## src/rtl/riscv_ctrl_pkg.sv

```systemverilog
// Shared opcode constants, FSM state encoding and datapath select encodings
// for the multicycle RISC-V control unit.
package riscv_ctrl_pkg;

  localparam logic [6:0] OP_RTYPE  = 7'b0110011;
  localparam logic [6:0] OP_ITYPE  = 7'b0010011;
  localparam logic [6:0] OP_LOAD   = 7'b0000011;
  localparam logic [6:0] OP_STORE  = 7'b0100011;
  localparam logic [6:0] OP_BRANCH = 7'b1100011;

  typedef enum logic [3:0] {
    FETCH,
    DECODE,
    EXEC_R,
    EXEC_I,
    MEM_ADDR,
    MEM_RD,
    MEM_WR,
    WB_MEM,
    WB_ALU,
    BRANCH
  } state_t;

  localparam logic [1:0] ALUOP_ADD = 2'b00;
  localparam logic [1:0] ALUOP_SUB = 2'b01;
  localparam logic [1:0] ALUOP_RFN = 2'b10;
  localparam logic [1:0] ALUOP_IFN = 2'b11;

  localparam logic [1:0] SRCB_REG  = 2'b00;
  localparam logic [1:0] SRCB_FOUR = 2'b01;
  localparam logic [1:0] SRCB_IMM  = 2'b10;
  localparam logic [1:0] SRCB_OFF  = 2'b11;

endpackage

```

## src/rtl/retire_counter.sv

```systemverilog
// Free-running retired-instruction counter; wraps silently at 2^W.
module retire_counter #(
  parameter int unsigned W = 32
) (
  input  logic         clk,
  input  logic         reset,
  input  logic         en,
  output logic [W-1:0] count
);

  always_ff @(posedge clk or posedge reset) begin
    if (reset)   count <= '0;
    else if (en) count <= count + W'(1);
  end

endmodule

```

## src/rtl/multicycle_control_unit.sv

```systemverilog
// Multicycle RISC-V control FSM: sequences fetch/decode/execute/memory/writeback
// and drives the shared-ALU, shared-memory datapath controls.
module multicycle_control_unit
  import riscv_ctrl_pkg::*;
#(
  parameter int unsigned OPCODE_W     = 7,
  parameter int unsigned ALUOP_W      = 2,
  parameter int unsigned CNT_W        = 32,
  parameter bit          ENABLE_ITYPE = 1'b1
) (
  input  logic                clk,
  input  logic                reset,
  input  logic [OPCODE_W-1:0] Opcode,
  input  logic                mem_ready,
  output logic                PCWrite,
  output logic                PCWriteCond,
  output logic                IorD,
  output logic                MemRead,
  output logic                MemWrite,
  output logic                IRWrite,
  output logic                MemtoReg,
  output logic                RegWrite,
  output logic                ALUSrcA,
  output logic                PCSrc,
  output logic [1:0]          ALUSrcB,
  output logic [ALUOP_W-1:0]  ALUOp,
  output logic                IllegalOp,
  output logic [CNT_W-1:0]    RetiredCount
);

  state_t state, state_d;
  logic   retire_en;

  always_ff @(posedge clk or posedge reset) begin
    if (reset) state <= FETCH;
    else       state <= state_d;
  end

  // Next state and controls; everything is held at 0 while reset is high.
  always_comb begin
    state_d     = state;
    retire_en   = 1'b0;
    PCWrite     = 1'b0;
    PCWriteCond = 1'b0;
    IorD        = 1'b0;
    MemRead     = 1'b0;
    MemWrite    = 1'b0;
    IRWrite     = 1'b0;
    MemtoReg    = 1'b0;
    RegWrite    = 1'b0;
    ALUSrcA     = 1'b0;
    PCSrc       = 1'b0;
    ALUSrcB     = SRCB_REG;
    ALUOp       = ALUOP_W'(ALUOP_ADD);
    IllegalOp   = 1'b0;
    if (!reset) begin
      case (state)
        FETCH: begin
          MemRead = 1'b1;
          ALUSrcB = SRCB_FOUR;
          if (mem_ready) begin
            IRWrite = 1'b1;
            PCWrite = 1'b1;
            state_d = DECODE;
          end
        end
        DECODE: begin
          ALUSrcB = SRCB_OFF;
          if (Opcode == OPCODE_W'(OP_RTYPE))                       state_d = EXEC_R;
          else if (ENABLE_ITYPE && Opcode == OPCODE_W'(OP_ITYPE))  state_d = EXEC_I;
          else if (Opcode == OPCODE_W'(OP_LOAD) ||
                   Opcode == OPCODE_W'(OP_STORE))                  state_d = MEM_ADDR;
          else if (Opcode == OPCODE_W'(OP_BRANCH))                 state_d = BRANCH;
          else begin
            IllegalOp = 1'b1;
            state_d   = FETCH;
          end
        end
        EXEC_R: begin
          ALUSrcA = 1'b1;
          ALUSrcB = SRCB_REG;
          ALUOp   = ALUOP_W'(ALUOP_RFN);
          state_d = WB_ALU;
        end
        EXEC_I: begin
          ALUSrcA = 1'b1;
          ALUSrcB = SRCB_IMM;
          ALUOp   = ALUOP_W'(ALUOP_IFN);
          state_d = WB_ALU;
        end
        MEM_ADDR: begin
          ALUSrcA = 1'b1;
          ALUSrcB = SRCB_IMM;
          state_d = (Opcode == OPCODE_W'(OP_STORE)) ? MEM_WR : MEM_RD;
        end
        MEM_RD: begin
          MemRead = 1'b1;
          IorD    = 1'b1;
          if (mem_ready) state_d = WB_MEM;
        end
        MEM_WR: begin
          MemWrite = 1'b1;
          IorD     = 1'b1;
          if (mem_ready) begin
            retire_en = 1'b1;
            state_d   = FETCH;
          end
        end
        WB_MEM: begin
          RegWrite  = 1'b1;
          MemtoReg  = 1'b1;
          retire_en = 1'b1;
          state_d   = FETCH;
        end
        WB_ALU: begin
          RegWrite  = 1'b1;
          retire_en = 1'b1;
          state_d   = FETCH;
        end
        BRANCH: begin
          ALUSrcA     = 1'b1;
          ALUSrcB     = SRCB_REG;
          ALUOp       = ALUOP_W'(ALUOP_SUB);
          PCWriteCond = 1'b1;
          PCSrc       = 1'b1;
          retire_en   = 1'b1;
          state_d     = FETCH;
        end
        default: state_d = FETCH;
      endcase
    end
  end

  retire_counter #(.W(CNT_W)) u_retire (
    .clk   (clk),
    .reset (reset),
    .en    (retire_en),
    .count (RetiredCount)
  );

endmodule
```

## config.mk

```make
export PLATFORM = sky130hd
export DESIGN_NAME = multicycle_control_unit
export DESIGN_NICKNAME = d
export VERILOG_FILES = /design/src/rtl/riscv_ctrl_pkg.sv /design/src/rtl/retire_counter.sv /design/src/rtl/multicycle_control_unit.sv
export SDC_FILE = /design/constraint.sdc
export NUM_CORES = 1
export LEC_CHECK = 0
export BUFFER_PORTS_ARGS = -buffer_cell sky130_fd_sc_hd__clkbuf_2
export CAP_MARGIN = 20
export CORE_AREA = 10 10 94 96
export DETAILED_ROUTE_END_ITERATION = 8
export DIE_AREA = 0 0 104 106
export PLACE_DENSITY_LB_ADDON = 0.2
export SYNTH_ARGS = -nofsm -noshare
export SYNTH_HDL_FRONTEND = slang
export SYNTH_SLANG_ARGS = --single-unit
```

## constraint.sdc

```tcl
create_clock -name clk -period 4.4 [get_ports clk]
set_input_delay 0.22 -clock clk [delete_from_list [all_inputs] [get_ports clk]]
set_output_delay 0.22 -clock clk [all_outputs]
set_load 0.02 [all_outputs]
```

==> metrics, run 1 <==
status=finished, final reports clean; post-cts sizing count=0; most instantiated library cell after synthesis=dfrtp_1; placement-stage worst setup slack=2.30 ns; average size of a mapped cell=10.1 µm²; Hold Crit Class=primary input to asynchronous set/reset pin; final estimated routing congestion in global placement=0.756; total negative slack=0 ns; number of global-route vias before repair=1723; number of DRC violations after detailed routing=0; total die area=11000 µm²; Inserted Clock Buffers=5; Worst path max stage delay=0.74 ns; area share of the largest cell type after synthesis=43.9%; crit path launch type=register; critical path type=register to register; minimum setup slack in the final design=2.30 ns; floorplan core area=7060 µm²; Avg WL per Cell=13.7 µm; Crit path depth=5; antenna-violating nets left=0; I/O pins=57; Post-Route Utilization=35.5%; worst hold slack across all endpoints=0.245 ns; largest cells by area after synthesis=dfrtp_1, xor2_1, xnor2_1, nor2_1, nand3_1; CTS tree=built; root buf cell=clkbuf_8; antenna diode count=0; FF-to-FF path depth=5; Worst Tran Pin Value=0.683 ns; number of instances in the synthesized netlist=203; clock-pin slew of the registers on the worst-case setup and hold paths=0.08 ns; maximum vdd ir drop=0.000240 V; Placed Cells=349; area growth from synthesis to layout=22.1%; Chip Height=106 µm; Final Hold Fails=0; Slew Limit Headroom=54.4%; post-synth top area cell=dfrtp_1; power per unit of standard cell area=433 nW/µm²; All-Layer GR Usage=9.08%; most frequent cells after synthesis=dfrtp_1, nor2_1, xor2_1; PortBufs=56; CP bufs+invs=0; number of antenna violations at the first check in global routing=0; Overflow after GRT=0; Post-CTS Repair Setup Buffers=0; Final Max Tran Viols=0; via count=1631; post-route clock period utilization=47.8%; CP Data Arrival Time=2.32 ns; leading register cell type out of synthesis=dfrtp_1; endpoint of the worst setup timing path=u_retire.count[26]$_DFFE_PP0P_; count of endpoints failing setup in the final report=0; Die W=104 µm; count of warnings emitted by yosys=0; Total Routed Length=4.90 mm; Fin Clk Skew=0.00762 ns; Critical Path End Type=register; ratio of cells with drive above 1 in the final layout=31.4%; half-perimeter wire length after placement=3.66 mm; unrepaired setup endpoints after global routing=no; clock latency on the worst-skew pair=0.29 ns; capture point of the worst reg-to-reg path=u_retire.count[26]$_DFFE_PP0P_; number of synthesized flops with an enable pin=0; clk sink count=36; netlist area before placement=2050 µm²; required time at the worst-slack endpoint=4.62 ns; CTS hold repair buffers=0; H-tree levels=2; first-pass GRT wire length=8.41 mm; time the worst path needs with I/O delays and setup=2.10 ns; largest delay contributor family on the critical path=flip-flops; Max Buffers Root-to-Sink=2; average vias per placed instance=4.57; critical path cell sequence=nand3b_4 -> o32ai_4 -> nand4_4 -> nor4_4 -> xor2_1; register area share after synthesis=43.9%; start point of the critical path=state[2]$_DFFE_PP0P_; Cell variety after synth=44; number of detailed-route iterations in the first pass=4; power consumption=1.08 mW; fraction of registers with async set or reset after synthesis=100%; # Max-Cap Violations=0; maximum clock frequency=475 MHz; maximum fanout along the worst path=16; slowest library cell on the worst path=dfrtp_1; post-route cell area=2500 µm²; Layout fillers=783; initial cell density of the core=29.0%; Synth Register Bits=36; Mapped Nets=214; pin count of the biggest net entering global routing=37; final net count=268; post-detailed-placement cell area=2400 µm²; Static Leakage=1.26 nW; filler-free cell count of the finished design=357; reg-to-reg setup timing slack=2.30 ns; Placement Rows=31; number of DRC markers in iteration 0=49; Crit Reg-Reg Startpoint=state[2]$_DFFE_PP0P_
==> registers in the layout, summed over array words and instances, names as in the netlist <==
register	count
state	4
u_retire.count	32
==> report_power, final <==
group          leakage [nW]  switching (mW)  internal [mW]  total, mW
clock network        0.0552           0.120          0.168      0.289
logic                 0.728           0.218          0.133      0.350
registers             0.482          0.0845          0.361      0.446
total                  1.26           0.423          0.662       1.08
==> cells in the final DEF (no fill, tap or decap), types with 3 or more instances in the layout <==
cell type,netlist,final
clkbuf_2,0,56
dfrtp_1,36,36
nor2_1,20,20
xor2_1,19,19
nand2_1,15,15
xnor2_1,14,14
nand3_1,14,14
inv_1,9,9
nor3_1,8,8
a21oi_1,8,8
nand4_1,5,5
nor3_2,5,5
clkbuf_8,0,5
and4_1,4,4
and3_1,4,4
o21ai_0,3,3
==> cells by family after synthesis <==
group	after synthesis	share of synthesized area [%]
buf+inv	19	4.88
compound gates	19	6.65
flops	36	43.9
xor+xnor	33	14.1
simple gates	93	28.7
mux	2	1.10
fa+ha+maj	1	0.610
==> worst register-to-register path, cell delays in order (launching register included) <==
cell      delay [ns]
dfrtp_1         0.74
nand3b_4        0.17
o32ai_4         0.42
nand4_4         0.31
nor4_4          0.22
xor2_1          0.17
==> worst min-delay path by stage <==
| stage | startpoint | end | slack [ns] | depth (start not counted) |
|---|---|---|---|---|
| 2_1_floorplan | reset | state[0]$_DFFE_PP0P_ | 0.45 | 2 |
| 3_3_place_gp | u_retire.count[31]$_DFFE_PP0P_ | u_retire.count[31]$_DFFE_PP0P_ | 0.46 | 1 |
| 3_5_place_dp | u_retire.count[31]$_DFFE_PP0P_ | u_retire.count[31]$_DFFE_PP0P_ | 0.47 | 1 |
| 4_1_cts | reset | u_retire.count[31]$_DFFE_PP0P_ | 0.27 | 3 |
| 5_1_grt | reset | u_retire.count[31]$_DFFE_PP0P_ | 0.32 | 3 |
| 6_report | reset | u_retire.count[30]$_DFFE_PP0P_ | 0.24 | 3 |
==> layout make-up <==
type / count / area [µm²] / share of cell area [%]
multi-input combinational: 148 / 1050 / 41.9
clock buffer: 6 / 72.6 / 2.90
tap: 99 / 124 / 4.95
timing repair buffer: 57 / 288 / 11.5
clock inverter: 2 / 35.0 / 1.40
sequential: 36 / 901 / 36.0
inverter: 9 / 33.8 / 1.35
==> layer usage <==
metal / GRT usage [%] / share of wire (%)
met3: 3.02 / 5.6
met2: 14.3 / 45
met4: 3.58 / 1.4
met5: 0 / 0
met1: 11.3 / 48
(Power assumes the default switching activity.)
==> inputs of run 2 (changes only) <==
==> constraint.sdc (replaced) <==
create_clock -name clk -period 2 [get_ports clk]
set_input_delay 0.1 -clock clk [delete_from_list [all_inputs] [get_ports clk]]
set_output_delay 0.1 -clock clk [all_outputs]
set_load 0.02 [all_outputs]
==> run 2 against run 1 <==
  * First-iteration DRC count fell by 29%
  * Sequential share of layout area fell by 0.55 points
  * Critical path depth fell by 1
  * Flip-flop and latch count did not move
  * Non-clock buffer count rose by 7
  * Count of clock-buffer cells in the layout rose by 1
  * Largest cell class unchanged
==> metrics, run 2 (synthesis gave the netlist of run 1 again) <==
status=finished, final reports clean; register containing the most flip-flops in the final layout=u_retire.count; most frequent cells in the layout=clkbuf_2, dfrtp_1, nor2_1; total die area=11000 µm² (unchanged); time the worst path needs with I/O delays and setup=1.83 ns; I/O pins=57 (unchanged); Die W=104 µm (unchanged); register share of total power=37.0% (-4.1 points); antenna-violating nets left=0 (unchanged); Placement Rows=31 (unchanged); CTS tree=built; # Max-Cap Violations=0 (unchanged); power per unit of standard cell area=934 nW/µm² (+120%); initial cell density of the core=29.0% (unchanged); Inserted Clock Buffers=5 (unchanged); unrepaired setup endpoints after global routing=no; Final Max Tran Viols=0 (unchanged); half-perimeter wire length after placement=3.77 mm (+2.8%); clock-pin slew of the registers on the worst-case setup and hold paths=0.07 ns (about the same); minimum setup slack in the final design=0.165 ns (-2.13 ns); fraction of power consumed by the clock network=22.9% (-3.7 points); Placed Cells=356 (+2.0%); filler-free cell count of the finished design=364 (+2.0%); Total Routed Length=4.90 mm (-0.12%); clk sink count=36 (unchanged); Crit Reg-Reg Startpoint=state[1]$_DFFE_PP0P_; number of flip-flops in the largest register=32 (unchanged); capture point of the worst reg-to-reg path=u_retire.count[26]$_DFFE_PP0P_; number of DRC markers in iteration 0=35 (-29%); most common cell after layout, fill and taps aside=clkbuf_2; H-tree levels=2 (unchanged); root buf cell=clkbuf_8; first-pass GRT wire length=8.42 mm (about the same); Hold Crit Class=primary input to asynchronous set/reset pin; ratio of cells with drive above 1 in the final layout=33.2% (+1.8 points); Worst Tran Pin Value=0.509 ns (-0.175 ns); maximum fanout along the worst path=8 (-8); Avg WL per Cell=13.5 µm (-2.0%); clock latency on the worst-skew pair=0.29 ns (about the same); Post-CTS Repair Setup Buffers=0 (unchanged); crit path launch type=register; reg-to-reg setup timing slack=0.28 ns (-2.02 ns); maximum vdd ir drop=0.000418 V (+74%); antenna diode count=0 (unchanged); All-Layer GR Usage=9.14% (+0.062 points); floorplan core area=7060 µm² (unchanged); FF-to-FF path depth=5 (unchanged); internal cell power=1.44 mW (+120%); average vias per placed instance=4.49 (-1.7%); required time at the worst-slack endpoint=1.90 ns (-2.72 ns); area growth from synthesis to layout=24.0%; power dissipated by switching net loads=0.937 mW (+120%); Fin Clk Skew=0.00772 ns (+0.0000942 ns); count of endpoints failing setup in the final report=0 (unchanged); via count=1634 (+0.18%); number of detailed-route iterations in the first pass=4 (unchanged); maximum clock frequency=545 MHz; Final Hold Fails=0 (unchanged); Critical Path End Type=primary output; Layout fillers=787 (+0.51%); number of DRC violations after detailed routing=0 (unchanged); final net count=275 (+2.6%); worst hold slack across all endpoints=0.139 ns (-0.106 ns); Max Buffers Root-to-Sink=2 (unchanged); Overflow after GRT=0 (unchanged); Slew Limit Headroom=66.1% (+12 points); number of global-route vias before repair=1684 (-2.3%); PortBufs=56 (unchanged); post-route clock period utilization=91.7%; CTS hold repair buffers=0 (unchanged); Chip Height=106 µm (unchanged); combinational share of power=40.1% (+7.8 points); final estimated routing congestion in global placement=0.760 (+0.53%); registers with the most flip-flops=u_retire.count: 32 flops, state: 4 flops; total negative slack=0 ns (unchanged); switching part of the total power=39.4% (+0.47 points); start point of the critical path=state[2]$_DFFE_PP0P_; Static Leakage=1.29 nW (+2.0%); placement-stage worst setup slack=0.258 ns (-2.04 ns); post-cts sizing count=0 (unchanged); CP Data Arrival Time=1.73 ns (-0.59 ns); critical path type=register to primary output; pin count of the biggest net entering global routing=37 (unchanged); number of antenna violations at the first check in global routing=0 (unchanged)
run 2: cell count changes in the layout (fill, tap and decap cells not counted):
| cell | before | now |
|---|---|---|
| buf_4 | 1 | 8 |
| clkinv_2 | 1 | 0 |
| clkinvlp_4 | 0 | 1 |
| clkbuf_8 | 5 | 6 |
| bufinv_16 | 1 | 0 |
run 2: cell type report:
| cell class | instances | area [µm²] | share of cell area (%) |
|---|---|---|---|
| timing repair buffer | 64 | 340 | 13.4 |
| sequential | 36 | 901 | 35.4 |
| clock inverter | 1 | 7.51 | 0.295 |
| multi-input combinational | 148 | 1050 | 41.3 |
| inverter | 9 | 33.8 | 1.33 |
| tap | 99 | 124 | 4.87 |
| clock buffer | 7 | 86.3 | 3.40 |
run 2: power groups by stage:
stage                     registers (mW)  logic (mW)  clock network [mW]
after floorplan                    0.900       0.678                   0
after global placement             0.896       0.966                   0
after detailed placement           0.894       0.967                   0
after CTS                          0.882       0.968               0.568
after global routing               0.900        1.06               0.598
final                              0.879       0.952               0.545
run 2: worst max-delay path by stage:
stage / end / slack [ns] / depth (start not counted)
3_5_place_dp: u_retire.count[26]$_DFFE_PP0P_ / 0.26 / 5
5_1_grt: ALUOp[0] / 0.06 / 4
2_1_floorplan: PCWrite / 0.08 / 5
6_report: IllegalOp / 0.17 / 4
3_3_place_gp: u_retire.count[26]$_DFFE_PP0P_ / 0.30 / 5
4_1_cts: IllegalOp / 0.16 / 4
run 2: stage by stage:
stage          power [mW]  util [%]  area (µm²)
6_report             2.38      36.0        2540
5_1_grt              2.56      36.0        2540
4_1_cts              2.42      36.0        2540
3_5_place_dp         1.86      34.7        2450
3_3_place_gp         1.86      34.7        2450
2_1_floorplan        1.58         -        2050
run 2: layer usage:
layer / track usage [%] / vias to the layer above / share of wire, %
met5: 0 / - / 0
met4: 3.28 / 0 / 1.4
met3: 2.90 / 8 / 5.6
met2: 13.9 / 35 / 45
met1: 11.9 / 768 / 48
li1: - / 823 / -
run 2: critical path: stages, from the launching register on:
cell	delay, ns
dfrtp_1	0.46
buf_4	0.19
nand2b_1	0.25
nor4_1	0.32
clkbuf_2	0.23
